**src/rtl/store_buffer_pkg.sv**
```systemverilog
// Shared types and defaults for the store buffer: one buffered store entry
// (word address, data, byte mask) and the default buffer depth.
package store_buffer_pkg;

  typedef struct packed {
    logic [29:0] waddr;
    logic [31:0] data;
    logic [3:0]  mask;
  } stb_entry_t;

  localparam int STB_DEPTH_DEFAULT = 4;

endpackage

```
**src/rtl/store_buffer_fifo.sv**
```systemverilog
// In-order entry storage for the store buffer. Exposes every slot and its
// valid bit so the parent can compare pending stores against a load.
module store_buffer_fifo
  import store_buffer_pkg::*;
#(
  parameter int DEPTH = STB_DEPTH_DEFAULT,
  localparam int PTR_W = $clog2(DEPTH)
) (
  input  logic                    clk_in,
  input  logic                    rst_in,
  input  logic                    push_in,
  input  stb_entry_t              wr_entry_in,
  input  logic                    pop_in,
  output stb_entry_t              head_out,
  output stb_entry_t [DEPTH-1:0]  entries_out,
  output logic [DEPTH-1:0]        valid_out,
  output logic                    full_out,
  output logic                    empty_out
);

  localparam logic [PTR_W:0] FULL_CNT = DEPTH[PTR_W:0];

  stb_entry_t [DEPTH-1:0] mem_reg;
  logic [PTR_W-1:0]       wr_ptr_reg;
  logic [PTR_W-1:0]       rd_ptr_reg;
  logic [PTR_W:0]         count_reg;
  logic                   push_ok;

  // Full is taken from the registered count, so a same-cycle pop never frees
  // a slot for the push.
  assign full_out  = (count_reg == FULL_CNT);
  assign empty_out = (count_reg == '0);
  assign push_ok   = push_in & ~full_out;

  always_ff @(posedge clk_in or posedge rst_in) begin
    if (rst_in) begin
      wr_ptr_reg <= '0;
      rd_ptr_reg <= '0;
      count_reg  <= '0;
    end else begin
      if (push_ok) wr_ptr_reg <= wr_ptr_reg + 1'b1;
      if (pop_in)  rd_ptr_reg <= rd_ptr_reg + 1'b1;
      case ({push_ok, pop_in})
        2'b10:   count_reg <= count_reg + 1'b1;
        2'b01:   count_reg <= count_reg - 1'b1;
        default: count_reg <= count_reg;
      endcase
    end
  end

  always_ff @(posedge clk_in) begin
    if (push_ok) mem_reg[wr_ptr_reg] <= wr_entry_in;
  end

  assign head_out    = mem_reg[rd_ptr_reg];
  assign entries_out = mem_reg;

  // A slot is live when its distance from the read pointer is below count.
  generate
    for (genvar gi = 0; gi < DEPTH; gi++) begin : g_valid
      logic [PTR_W-1:0] offset;
      assign offset        = PTR_W'(gi) - rd_ptr_reg;
      assign valid_out[gi] = ({1'b0, offset} < count_reg);
    end
  endgenerate

endmodule

```
**src/rtl/store_buffer.sv**
```systemverilog
// Posted-write buffer between the store unit and the data-memory bus, with
// in-order drain and a load/store word-address hazard flag.
module store_buffer
  import store_buffer_pkg::*;
#(
  parameter int DEPTH = STB_DEPTH_DEFAULT,
  localparam int PTR_W = $clog2(DEPTH)
) (
  input  logic        clk_in,
  input  logic        rst_in,
  input  logic [31:0] dmaddr_in,
  input  logic [31:0] dmdata_in,
  input  logic [3:0]  dmwr_mask_in,
  input  logic        dmwr_req_in,
  output logic        stall_out,
  input  logic        ld_req_in,
  input  logic [31:0] ld_addr_in,
  output logic        ld_hazard_out,
  output logic        bus_valid_out,
  input  logic        bus_ready_in,
  output logic [31:0] bus_addr_out,
  output logic [31:0] bus_data_out,
  output logic [3:0]  bus_mask_out,
  output logic        empty_out
);

  stb_entry_t              wr_entry;
  stb_entry_t              head;
  stb_entry_t [DEPTH-1:0]  entries;
  logic [DEPTH-1:0]        valid;
  logic [DEPTH-1:0]        entry_match;
  logic                    full;
  logic                    empty;
  logic                    pop;
  logic                    push_match;
  logic                    unused_low_bits;

  assign unused_low_bits = ^{dmaddr_in[1:0], ld_addr_in[1:0], PTR_W[0]};

  assign wr_entry = '{waddr: dmaddr_in[31:2], data: dmdata_in, mask: dmwr_mask_in};
  assign pop      = ~empty & bus_ready_in;

  store_buffer_fifo #(.DEPTH(DEPTH)) u_fifo (
    .clk_in      (clk_in),
    .rst_in      (rst_in),
    .push_in     (dmwr_req_in),
    .wr_entry_in (wr_entry),
    .pop_in      (pop),
    .head_out    (head),
    .entries_out (entries),
    .valid_out   (valid),
    .full_out    (full),
    .empty_out   (empty)
  );

  assign stall_out     = full;
  assign empty_out     = empty;
  assign bus_valid_out = ~empty;
  assign bus_addr_out  = empty ? 32'h0 : {head.waddr, 2'b00};
  assign bus_data_out  = empty ? 32'h0 : head.data;
  assign bus_mask_out  = empty ? 4'h0  : head.mask;

  // Word-granular compare; the head being popped this cycle still counts.
  generate
    for (genvar gi = 0; gi < DEPTH; gi++) begin : g_match
      assign entry_match[gi] = valid[gi] && (entries[gi].waddr == ld_addr_in[31:2]);
    end
  endgenerate

  assign push_match    = dmwr_req_in && (dmaddr_in[31:2] == ld_addr_in[31:2]);
  assign ld_hazard_out = ~rst_in & ld_req_in & (|entry_match | push_match);

endmodule
```
**config.mk**
```make
export PLATFORM = sky130hd
export DESIGN_NAME = store_buffer
export DESIGN_NICKNAME = d
export VERILOG_FILES = /design/src/rtl/store_buffer_pkg.sv /design/src/rtl/store_buffer_fifo.sv /design/src/rtl/store_buffer.sv
export SDC_FILE = /design/constraint.sdc
export NUM_CORES = 1
export LEC_CHECK = 0
export BUFFER_PORTS_ARGS = -buffer_cell sky130_fd_sc_hd__buf_4
export CAP_MARGIN = 20
export CORE_AREA = 10 10 177 179
export DETAILED_ROUTE_END_ITERATION = 8
export DIE_AREA = 0 0 187 189
export GPL_ROUTABILITY_DRIVEN = 1
export PLACE_DENSITY = 0.77
export SETUP_SLACK_MARGIN = 0.4
export SLEW_MARGIN = 20
export SYNTH_ARGS = -nofsm -noshare
export SYNTH_HDL_FRONTEND = slang
export SYNTH_SLANG_ARGS = --single-unit
```
**constraint.sdc**
```tcl
create_clock -name clk_in -period 4 [get_ports clk_in]
set_input_delay 0.2 -clock clk_in [delete_from_list [all_inputs] [get_ports clk_in]]
set_output_delay 0.2 -clock clk_in [all_outputs]
set_load 0.05 [all_outputs]
```
# Word level (Yosys, flattened, before mapping)
# Cells that the tools add are included.
[word_totals]
reg_bits = 271
output_inout_bits = 72
[classes]
add_sub_neg = 8
order_cmp = 7
eq_ne = 8
muxes = 9
n_bitwise = 8
reduce_logical = 9
[ops]
columns = ["cell", "count"]
rows = [
  ["bitwise mux 264 bit", 1],
  ["equality test 30 bit", 5],
  ["binary-select mux 66 bit (select 2 bit)", 1],
  ["demux 66 bit (select 2 bit)", 1],
  ["two-way mux 66 bit", 2],
  ["two-way mux 32 bit", 2],
  ["less-than comparator 2 x 3 -> 1 bit", 4],
  ["logical AND 1 bit", 6],
  ["less-than comparator 2 x 3 -> 1 bit, second input constant", 2],
  ["case mux 3 bit (2 select lines)", 1],
  ["adder 2 x 1 -> 2 bit, second input constant", 2],
  ["bitwise AND 1 bit", 4],
  ["two-way mux 4 bit", 1],
  ["OR reduction 4 bit", 1],
  ["subtractor 1 x 2 -> 2 bit, first input constant", 2],
  ["subtractor 2 bit, first input constant", 2],
  ["adder 3 x 1 -> 3 bit, second input constant", 1],
  ["equality test 3 bit, second input constant", 1],
  ["logical NOT 3 bit", 1],
  ["inverter 1 bit", 3],
  ["subtractor 3 x 1 -> 3 bit, second input constant", 1],
  ["equality test 2 x 1 -> 1 bit, second input constant", 1],
  ["equality test 2 bit, second input constant", 1],
  [">= comparator 2 x 1 -> 1 bit, second input constant", 1],
  ["2 further kinds", 2],
]

# Longest topological paths before layout
# Gate-level depths: netlist (run 1).
[depth]
depth_word = 6
ltp_mapped = 11

# Hierarchy
# From an unflattened synthesis (run 1), not the netlist that was laid out.
[unflattened]
hier_cells = 712
area_unflattened_um2 = 12573.3
[by_module_without_submodules]
columns = ["module", "instances", "cells_per_inst", "area_per_inst_um2", "seq_area_each_um2"]
rows = [
  ["store_buffer_fifo", 1, 401, 10164.7, 8102.8],
  ["store_buffer", 1, 311, 2408.6, 0.0],
]

# Least setup slack after synthesis (run 1)
# Ideal clock, no wire load.
[synth_timing]
path_kind = "reg2reg"
start = "register u_fifo.count_reg[0]"
end = "register u_fifo.mem_reg (netlist bit u_fifo.entries_out[0]) (enable)"
setup_ps = 554
t_arrival_ps = 2738
required_ps = 3446
path_slack_ps = 707
stages_incl_launch_ff = 5
path_buffers = 1
path_cell_list = "dfrtp_1 nor3_1 nor2b_1 clkbuf_1 and2_1"
[synth_between]
elab_chain_cells = 3
[synth_rtl]
columns = ["item", "line", "rtl"]
rows = [
  ["start: declaration", "store_buffer_fifo.sv:26", "logic [PTR_W:0] count_reg;"],
  ["start signal: assignment", "store_buffer_fifo.sv:44", "2'b10: count_reg <= count_reg + 1'b1;"],
  ["start signal: assignment", "store_buffer_fifo.sv:45", "2'b01: count_reg <= count_reg - 1'b1;"],
  ["start signal: assignment", "store_buffer_fifo.sv:46", "default: count_reg <= count_reg;"],
  ["equality test 3 bit", "store_buffer_fifo.sv:31", "assign full_out = (count_reg == FULL_CNT);"],
  ["net stall_out", "store_buffer.sv:15", "output logic stall_out,"],
  ["inverter 1 bit", "store_buffer_fifo.sv:33", "assign push_ok = push_in & ~full_out;"],
  ["bitwise AND 1 bit", "store_buffer_fifo.sv:33", ""],
  ["end signal: indexed assignment", "store_buffer_fifo.sv:52", "if (push_ok) mem_reg[wr_ptr_reg] <= wr_entry_in;"],
  ["end: declaration", "store_buffer_fifo.sv:23", "stb_entry_t [DEPTH-1:0] mem_reg;"],
]
# The timed path passes the listed nets, and every way through them passes these cells.
# A chain may end at the register's enable or synchronous reset.

# Worst setup path after layout (run 1)
[layout_timing]
start = "register u_fifo.rd_ptr_reg[1]"
end = "output port ld_hazard_out"
[layout_between]
elab_chain_cells = 6
elab_cells_between_ends = 15
[layout_rtl]
columns = ["item", "line", "rtl"]
rows = [
  ["start: declaration", "store_buffer_fifo.sv:25", "logic [PTR_W-1:0] rd_ptr_reg;"],
  ["start signal: assignment", "store_buffer_fifo.sv:42", "if (pop_in) rd_ptr_reg <= rd_ptr_reg + 1'b1;"],
  ["subtractor 1 x 2 -> 2 bit or subtractor 2 bit (tied branches)", "store_buffer_fifo.sv:62", "assign offset = PTR_W'(gi) - rd_ptr_reg;"],
  ["less-than comparator 2 x 3 -> 1 bit", "store_buffer_fifo.sv:63", "assign valid_out[gi] = ({1'b0, offset} < count_reg);"],
  ["logical AND 1 bit", "store_buffer.sv:66", "assign entry_match[gi] = valid[gi] && (entries[gi].waddr == ld_addr_in[31:2]);"],
  ["OR reduction 4 bit *", "store_buffer.sv:71", "assign ld_hazard_out = ~rst_in & ld_req_in & (|entry_match | push_match);"],
  ["OR 1 bit *", "store_buffer.sv:71", ""],
  ["bitwise AND 1 bit *", "store_buffer.sv:71", ""],
  ["end: declaration", "store_buffer.sv:18", "output logic ld_hazard_out,"],
]
# Every way passes the cells marked *; elsewhere a longest branch is shown, timed or not.

==> results of run 1 <==
==> metal layers <==
metal / global-route usage / part of all wire / up-vias
met4: 0.0465 / 0.022 / 0
li1: - / - / 3124
met3: 0.0452 / 0.074 / 40
met2: 0.287 / 0.49 / 248
met5: 0 / 0 / -
met1: 0.214 / 0.41 / 3504
==> worst max path at each step <==
stage / to / start / cells past startpoint
final: ld_hazard_out / u_fifo.rd_ptr_reg[1] / 9
after global placement: ld_hazard_out / u_fifo.rd_ptr_reg[0] / 9
after global routing: ld_hazard_out / u_fifo.rd_ptr_reg[1] / 9
after floorplan: u_fifo.entries_out[0] / u_fifo.count_reg[0] / 4
after CTS: ld_hazard_out / u_fifo.rd_ptr_reg[0] / 9
after detailed placement: ld_hazard_out / u_fifo.rd_ptr_reg[0] / 9
==> logic make-up after synthesis <==
| kind of cell | count (synthesis) | synth area share |
|---|---|---|
| compound gates | 10 | 0.00546 |
| xor+xnor | 157 | 0.113 |
| fa+ha+maj | 10 | 0.0107 |
| buf+inv | 67 | 0.0284 |
| flops | 271 | 0.654 |
| mux | 67 | 0.121 |
| other cells | 1 | 0.000303 |
| simple gates | 132 | 0.0670 |
==> where the power goes <==
part           switching (mW)  internal, mW
logic                    3.59          2.01
clock network            1.04          1.44
registers               0.353          3.77
total                    4.98          7.22
==> tightest hold or removal path, delay by kind of cell <==
kind,cells,cell delay [ns]
and+or+nand+nor,2,0.24
buffers and inverters,1,0.11
xor gates and xnor gates,1,0.06
==> cells in the final DEF (no fill, tap or decap), drive strengths merged, types with 7 or more instances in the layout <==
cell type and n:
mux4 66, nand4 24, nor2b 68, ha 9, xnor2 79, xor2 78, edfxtp 264, buf 176
nor4 21, clkinv 9, dfrtp 7, inv 11, clkbuf 36, dlygate4sd3 67
==> metrics by stage <==
step                      std cells   util  setup slack [ns]  hold WS, ns  area [µm²]
after floorplan                 716      -             0.707       0.0116       12400
after detailed placement       1213  0.503              1.12        0.179       13900
after global routing           1331  0.559             0.568       0.0921       15400
final                          1331  0.559             0.733        0.100       15400
after CTS                      1328  0.558             0.509       0.0822       15400
after global placement         1213  0.503              1.18        0.179       13900
==> layout make-up <==
class / count / share of cell area
Antenna cell: 2 / 0.000324
Clock buffer: 36 / 0.0487
Clock inverter: 12 / 0.00689
Inverter: 11 / 0.00267
Multi-Input combinational cell: 378 / 0.255
Sequential cell: 271 / 0.525
Tap cell: 378 / 0.0306
Timing Repair Buffer: 243 / 0.131
==> what timing repair did <==
item                                   CTS  global route
setup endpoints to repair                0             1
endpoints found under the hold margin  271             0
hold buffers                            67             0
setup buffers                            0             1
==> results.md, run 1 <==
- Required @ worst endpoint: 3.80 ns
- CTS tree: done
- Vias in the first global route: 7515
- Die area: 35300 µm²
- Core ar.: 27600 µm²
- Clock-pin slew on the worst setup and hold paths: 0.06 ns
- RSZ-0062 raised after global routing: no
- Total power draw: 12.2 mW
- I/O pin count: 177
- Post-detail-place hpwl: 20500 µm
- CP bufs+invs: 2
- Netlist Area Pre-Place: 12400 µm²
- Cell Chain, Critical Path: xnor2_1 > inv_1 > ha_1 > a21oi_1 > nor2_1 > nor4_2 > nand4_1 > a41oi_2 > buf_4
- Top cell type's share of synthesized area: 0.640
- TritonCTS Buffers: 28
- Reg2Reg Setup Slack: 1.49 ns
- PortBufs: 170
- Max reg flops: 264
- Footprint of the multi-input gates: 3940 µm²
- Synth warn: 0
- Async SR Flop Fraction: 0.0258
- Initial core utilization: 0.448
- GP Congestion: 0.878
- Total GRT Usage: 0.171
- Leak pwr: 5.37 nW
- Vias per Instance: 5.20
- First-pass DRT Iterations: 5
- Final-layout fill cell count: 2175
- Hold worst-path end: u_fifo.rd_ptr_reg[1]
- Largest net degree at the start of global routing: 68
- Min Tclk post-route: 3.27 ns
- Post-DR wirelength/cell: 23.2 µm
- Critical hold path startpoint: bus_ready_in
- Synth Flop Type: edfxtp_1
- Fin. max-slew vios: 0
- Synth Register Bits: 271
- Worst Path Arrival: 3.07 ns
- Area growth from synthesis to layout: 24.7%
- Crit Reg-Reg Startpoint: u_fifo.count_reg[2]
- Remaining antenna violation count: 0
- Avg Cell Area, Syn: 17.3 µm²
- Status: complete, no violations
- Initial DRC count: 550
- Initial antenna violation count: 2
- Crit end category: primary output
- Setup TNS: 0 ns
- Tcrit/Tclk final: 0.817
- Crit Reg-Reg Endpoint: u_fifo.entries_out[129]
- Synth area leaders: edfxtp_1 (64%), mux4_2 (12%), xnor2_1 (5.6%), xor2_1 (5.3%), nor2b_1 (3.4%)
- Top post-synthesis cells by count: edfxtp_1 (264), xnor2_1 (79), xor2_1 (75)
- Clk Latency, worst-skew pair: 0.54 ns
- Post-CTS sizing: 0
- Dominant cell type by area after synthesis: edfxtp_1
- GRT overflow: 0
- Crit-path max FO: 34
- Die width: 187 µm
- # H-tree levels: 1
- Synth cell types: 32
- Worst path slowest cell: dfrtp_4
- Most instantiated library cell after synthesis: edfxtp_1
- # setup viols final: 0
- P per Cell Area: 790 nW/µm²
- Rel. slew slack: 0.265
- Chip height: 189 µm
- Max IR drop VDD: 0.000661 V
- Worst Tran Pin Value: 1.10 ns
- Clk_skew: 0.0110 ns
- Clock sink count: 271
- Share of cells above drive strength 1: 0.310
- WHS Path Cells: 4
- CP peak stage delay: 0.81 ns
- Achievable frequency: 306 MHz
- Crit path kind: reg -> out
- Crit path max-delay family: flip-flops
- Std cell rows: 61
- MaxCap Viol Count: 0
- Worst r2r path cells: 5
- Root Driver: clkbuf_16
- Storage cell area: 8110 µm²
- Fin nets: 1048
- Clk buf depth: 3
- Critical Path Start Type: flip-flop
- Mapped Cells: 715
- First-pass GRT wire length: 46500 µm
- # DRC: 0
- EDFF count, synth: 264
- Routed wire length: 30900 µm
- Sequential element share of the synthesized area: 0.654
- Vias: 6916
- Hold crit path type: in -> reg
- Final hold vios: 0
Note: power is estimated with default switching activity, not from simulation.
==> run 2: changes to the inputs <==
==> constraint.sdc (replaced) <==
create_clock -name clk_in -period 3.2 [get_ports clk_in]
set_input_delay 0.16 -clock clk_in [delete_from_list [all_inputs] [get_ports clk_in]]
set_output_delay 0.16 -clock clk_in [all_outputs]
set_load 0.05 [all_outputs]
==> results.md, run 2 (synthesis results as in run 1) <==
- Status: complete, no violations
- Vias per Instance: 5.30
- First-pass DRT Iterations: 6
- Root Driver: clkbuf_16
- Achievable frequency: 363 MHz
- Crit-path max FO: 4
- Routed wire length: 31700 µm
- Clk Latency, worst-skew pair: 0.56 ns
- Initial DRC count: 545
- Rel. slew slack: 0.578
- Commonest cells after routing, fill and taps aside: edfxtp_1 (264), buf_4 (180), xnor2_1 (78)
- CP peak stage delay: 0.50 ns
- Clock sink count: 271
- Final instance area: 15700 µm²
- MaxCap Viol Count: 0
- Fin nets: 1061
- Crit path max-delay family: compound AO/OA/AOI/OAI gates
- Remaining antenna violation count: 0
- # H-tree levels: 1
- Worst Tran Pin Value: 0.633 ns
- Max reg flops: 264
- GP Congestion: 0.907
- # DRC: 0
- First-pass GRT wire length: 48100 µm
- Crit end category: primary output
- CTS tree: done
- GRT overflow: 0
- Total power draw: 15.5 mW
- Area growth from synthesis to layout: 26.5%
- Leak pwr: 5.47 nW
- Placed Area: 14000 µm²
- Commonest non-fill, non-tap cell in the layout: edfxtp_1
- Die width: 187 µm
- Min Tclk post-route: 2.76 ns
- Share of cells above drive strength 1: 0.334
- Largest net degree at the start of global routing: 68
- PortBufs: 170
- Reg2Reg Setup Slack: 0.87 ns
- Hold crit path type: in -> reg
- Post-detail-place hpwl: 21300 µm
- Worst Path Arrival: 2.60 ns
- Vias: 7155
- Chip height: 189 µm
- Final Non-Filler Cells: 1349
- Total GRT Usage: 0.176
- RSZ-0062 raised after global routing: yes
- Post-DR wirelength/cell: 23.5 µm
- Clock-pin slew on the worst setup and hold paths: 0.06 ns
- Core ar.: 27600 µm²
- Tcrit/Tclk final: 0.862
- Required @ worst endpoint: 3.04 ns
- TritonCTS Buffers: 29
- Std cell rows: 61
- Final hold vios: 0
- Initial antenna violation count: 4
- Crit path kind: reg -> out
- P per Cell Area: 991 nW/µm²
- Cell Chain, Critical Path: buf_4 > inv_1 > ha_1 > a31oi_1 > nand4_1 > nor3_1 > a21oi_1 > a41oi_2 > buf_6
- Critical Path Start Type: flip-flop
- Post-layout util: 0.567
- Vias in the first global route: 7901
- Worst path slowest cell: dfrtp_4
- Initial core utilization: 0.448
- # setup viols final: 0
- CP bufs+invs: 3
- Final-layout fill cell count: 2167
- I/O pin count: 177
- Clk buf depth: 3
- Placed Instances: 1222
- Die area: 35300 µm²
- Setup TNS: 0 ns
- Max IR drop VDD: 0.000860 V
- Clk_skew: 0.0261 ns
- Fin. max-slew vios: 0
==> run 2: report_power, final <==
group	switching (mW)	total (mW)	internal, mW
clock	1.36	3.11	1.75
sequential	0.282	4.98	4.70
combinational	4.75	7.43	2.68
total	6.39	15.5	9.13
==> run 2: worst reg2reg max path: stages (launching register included) <==
cell	delay (ns)
dfrtp_1	0.40
inv_2	0.16
nor3_2	0.07
nor2b_1	0.50
and2_4	0.64
buf_12	0.27
==> run 2: final timing paths <==
path | from | depth (start not counted) | to
worst max-delay path | u_fifo.rd_ptr_reg[1] | 9 | ld_hazard_out
worst min-delay path | bus_ready_in | 3 | u_fifo.rd_ptr_reg[0]
worst max register to register | u_fifo.count_reg[2] | 5 | u_fifo.entries_out[155]
worst min register to register | u_fifo.count_reg[0] | 1 | u_fifo.count_reg[0]
max in group asynchronous | rst_in | 3 | u_fifo.rd_ptr_reg[1]
min in group asynchronous | rst_in | 3 | u_fifo.wr_ptr_reg[0]
==> run 2: layout make-up <==
class | instances | area, µm² | area share
Inverter | 11 | 41.3 | 0.00264
Timing Repair Buffer | 255 | 2160 | 0.138
Sequential cell | 271 | 8110 | 0.518
Tap cell | 378 | 473 | 0.0302
Antenna cell | 3 | 7.51 | 0.000479
Multi-Input combinational cell | 378 | 4000 | 0.255
Clock inverter | 18 | 128 | 0.00815
Clock buffer | 35 | 748 | 0.0478
==> run 2: routing by layer <==
metal  wire (µm)  GRT usage  vias up
met5           0          0        -
met2       14900      0.286      320
li1            -          -     3157
met4         975     0.0568        0
met3        2690     0.0494       57
met1       13100      0.224     3621
==> run 2: what timing repair did <==
| action | CTS | global route |
|---|---|---|
| pin swaps | 1 | 7 |
| hold buffers | 67 | 0 |
| gates resized for setup | 3 | 11 |
| gates cloned | 0 | 0 |
| endpoints found under the hold margin | 271 | 0 |
| buffers inserted | 2 | 2 |
| setup endpoints to repair | 1 | 62 |
==> run 2: metrics by stage <==
| stage | hold WS, ns | setup slack, ns |
|---|---|---|
| after floorplan | -0.0284 | 0.641 |
| after global placement | 0.138 | 0.749 |
| after detailed placement | 0.137 | 0.797 |
| after CTS | 0.0493 | 0.411 |
| after global routing | 0.0679 | 0.324 |
| final | 0.0713 | 0.443 |
==> run 3: changes to the inputs <==
--- a/config.mk
+++ b/config.mk
@@ -7,9 +7,10 @@
 export LEC_CHECK = 0
 export BUFFER_PORTS_ARGS = -buffer_cell sky130_fd_sc_hd__buf_4
 export CAP_MARGIN = 20
-export CORE_AREA = 10 10 177 179
+export CORE_AREA = 2 2 169 171
+export CTS_BUF_LIST = sky130_fd_sc_hd__clkbuf_4 sky130_fd_sc_hd__clkbuf_8 sky130_fd_sc_hd__clkbuf_16
 export DETAILED_ROUTE_END_ITERATION = 8
-export DIE_AREA = 0 0 187 189
+export DIE_AREA = 0 0 171 173
 export GPL_ROUTABILITY_DRIVEN = 1
 export PLACE_DENSITY = 0.77
 export SETUP_SLACK_MARGIN = 0.4
==> results.md, run 3 (synthesis results as in run 1) <==
- PortBufs: 170
- GRT overflow: 0
- Clock sink count: 271
- Post-detail-place hpwl: 20300 µm
- Area growth from synthesis to layout: 26.6%
- Total GRT Usage: 0.204
- Core ar.: 27600 µm²
- Die area: 29600 µm²
- Initial core utilization: 0.448
- Clock-pin slew on the worst setup and hold paths: 0.06 ns
- TritonCTS Buffers: 29
- # DRC: 0
- Initial DRC count: 442
- RSZ-0062 raised after global routing: yes
- Commonest cells after routing, fill and taps aside: edfxtp_1 (264), buf_4 (181), xnor2_1 (78)
- Vias: 7095
- Total power draw: 15.6 mW
- CP bufs+invs: 2
- Routed wire length: 30300 µm
- Crit-path max FO: 7
- CTS tree: done
- Final-layout fill cell count: 2174
- Crit end category: primary output
- Rel. slew slack: 0.561
- Commonest non-fill, non-tap cell in the layout: edfxtp_1
- Clk Latency, worst-skew pair: 0.56 ns
- Chip height: 173 µm
- MaxCap Viol Count: 0
- Vias per Instance: 5.26
- Crit path max-delay family: compound AO/OA/AOI/OAI gates
- Crit path kind: reg -> out
- Final hold vios: 0
- Required @ worst endpoint: 3.04 ns
- Max reg flops: 264
- # setup viols final: 0
- Fin nets: 1061
- # H-tree levels: 1
- CP peak stage delay: 0.39 ns
- Max IR drop VDD: 0.000691 V
- Remaining antenna violation count: 0
- Worst Tran Pin Value: 0.659 ns
- Clk_skew: 0.0140 ns
- First-pass GRT wire length: 44900 µm
- P per Cell Area: 992 nW/µm²
- Fin. max-slew vios: 0
- GP Congestion: 0.877
- Critical Path Start Type: flip-flop
- Worst path slowest cell: dfrtp_1
- Share of cells above drive strength 1: 0.332
- Achievable frequency: 355 MHz
- Cell Chain, Critical Path: inv_1 > ha_1 > a31oi_1 > nand4_1 > nor3_1 > a21oi_1 > a41oi_2 > buf_6
- Initial antenna violation count: 2
- I/O pin count: 177
- Clk buf depth: 3
- Post-DR wirelength/cell: 22.5 µm
- Status: complete, no violations
- Tcrit/Tclk final: 0.879
- Worst Path Arrival: 2.65 ns
- Largest net degree at the start of global routing: 68
- Leak pwr: 5.51 nW
- Vias in the first global route: 7428
- Setup TNS: 0 ns
- Min Tclk post-route: 2.81 ns
- Root Driver: clkbuf_16
- First-pass DRT Iterations: 5
- Std cell rows: 61
- Hold crit path type: in -> reg
- Die width: 171 µm
-- run 3: changes by cell type in the layout (fill, tap and decap cells not counted), moves of 2 or more --
cell       before  now
inv_1           7    9
diode_2         3    1
bufinv_16       1    3
ha_4            2    0
ha_1            7    9
buf_12          6    4
clkbuf_4        0    4
clkbuf_1        6    0
inv_6           3    1
inv_2           4    2
-- run 3: path summary, 6_finish.rpt --
check | endpoint | depth (start not counted) | start | slack [ns]
max | ld_hazard_out | 8 | u_fifo.count_reg[1] | 0.39
min | u_fifo.rd_ptr_reg[0] | 3 | bus_ready_in | 0.05
max reg2reg | u_fifo.entries_out[224] | 5 | u_fifo.count_reg[2] | 0.84
min reg2reg | u_fifo.count_reg[0] | 1 | u_fifo.count_reg[0] | 0.62
max in group asynchronous | u_fifo.rd_ptr_reg[0] | 3 | rst_in | 2.81
min in group asynchronous | u_fifo.count_reg[1] | 3 | rst_in | 0.13
-- run 3: per-stage QoR --
step                setup slack [ns]  cell area, µm²  utilization  std cells  hold WS [ns]
floorplan                      0.641           12400            -        716       -0.0284
global placement               0.730           14000        0.507       1224         0.134
detailed placement             0.754           14000        0.507       1224         0.135
CTS                            0.415           15700        0.567       1347        0.0353
global route                   0.234           15700        0.567       1347        0.0516
finish                         0.387           15700        0.567       1348        0.0468
-- run 3: tightest hold or removal path, delay by kind of cell --
family	cells	cell delay, ns
and+or+nand+nor	1	0.15
xor gates and xnor gates	1	0.13
buffers and inverters	1	0.10
-- run 3: timing repair --
action                                  CTS  global route
endpoints found under the setup margin   49            30
pin swaps                                 1             0
hold endpoints to repair                271             0
setup buffers                             2             0
resized for setup                         3             1
hold buffers                             67             0
-- run 3: area by class of cell --
class                   count  area (µm²)  share of cell area
diodes                      1        2.50            0.000160
clock inverters            21         199              0.0127
repair buffers            255        2140               0.137
inverters                  11        41.3             0.00263
multi-input cells         378        3950               0.252
flip-flops and latches    271        8110               0.517
well taps                 378         473              0.0302
clock buffers              33         756              0.0482
-- run 3: report_power, final --
group          switching (mW)  internal, mW
clock network            1.37          1.95
logic                    4.65          2.59
registers               0.283          4.70
total                    6.31          9.24
-- run 3: metal layers --
metal  wire length, µm  track usage  up-vias
li1                  -            -     3163
met1             11900        0.261     3557
met2             14900        0.341      315
met3              2700       0.0570       58
met4               830       0.0576        2
met5                18            0        -
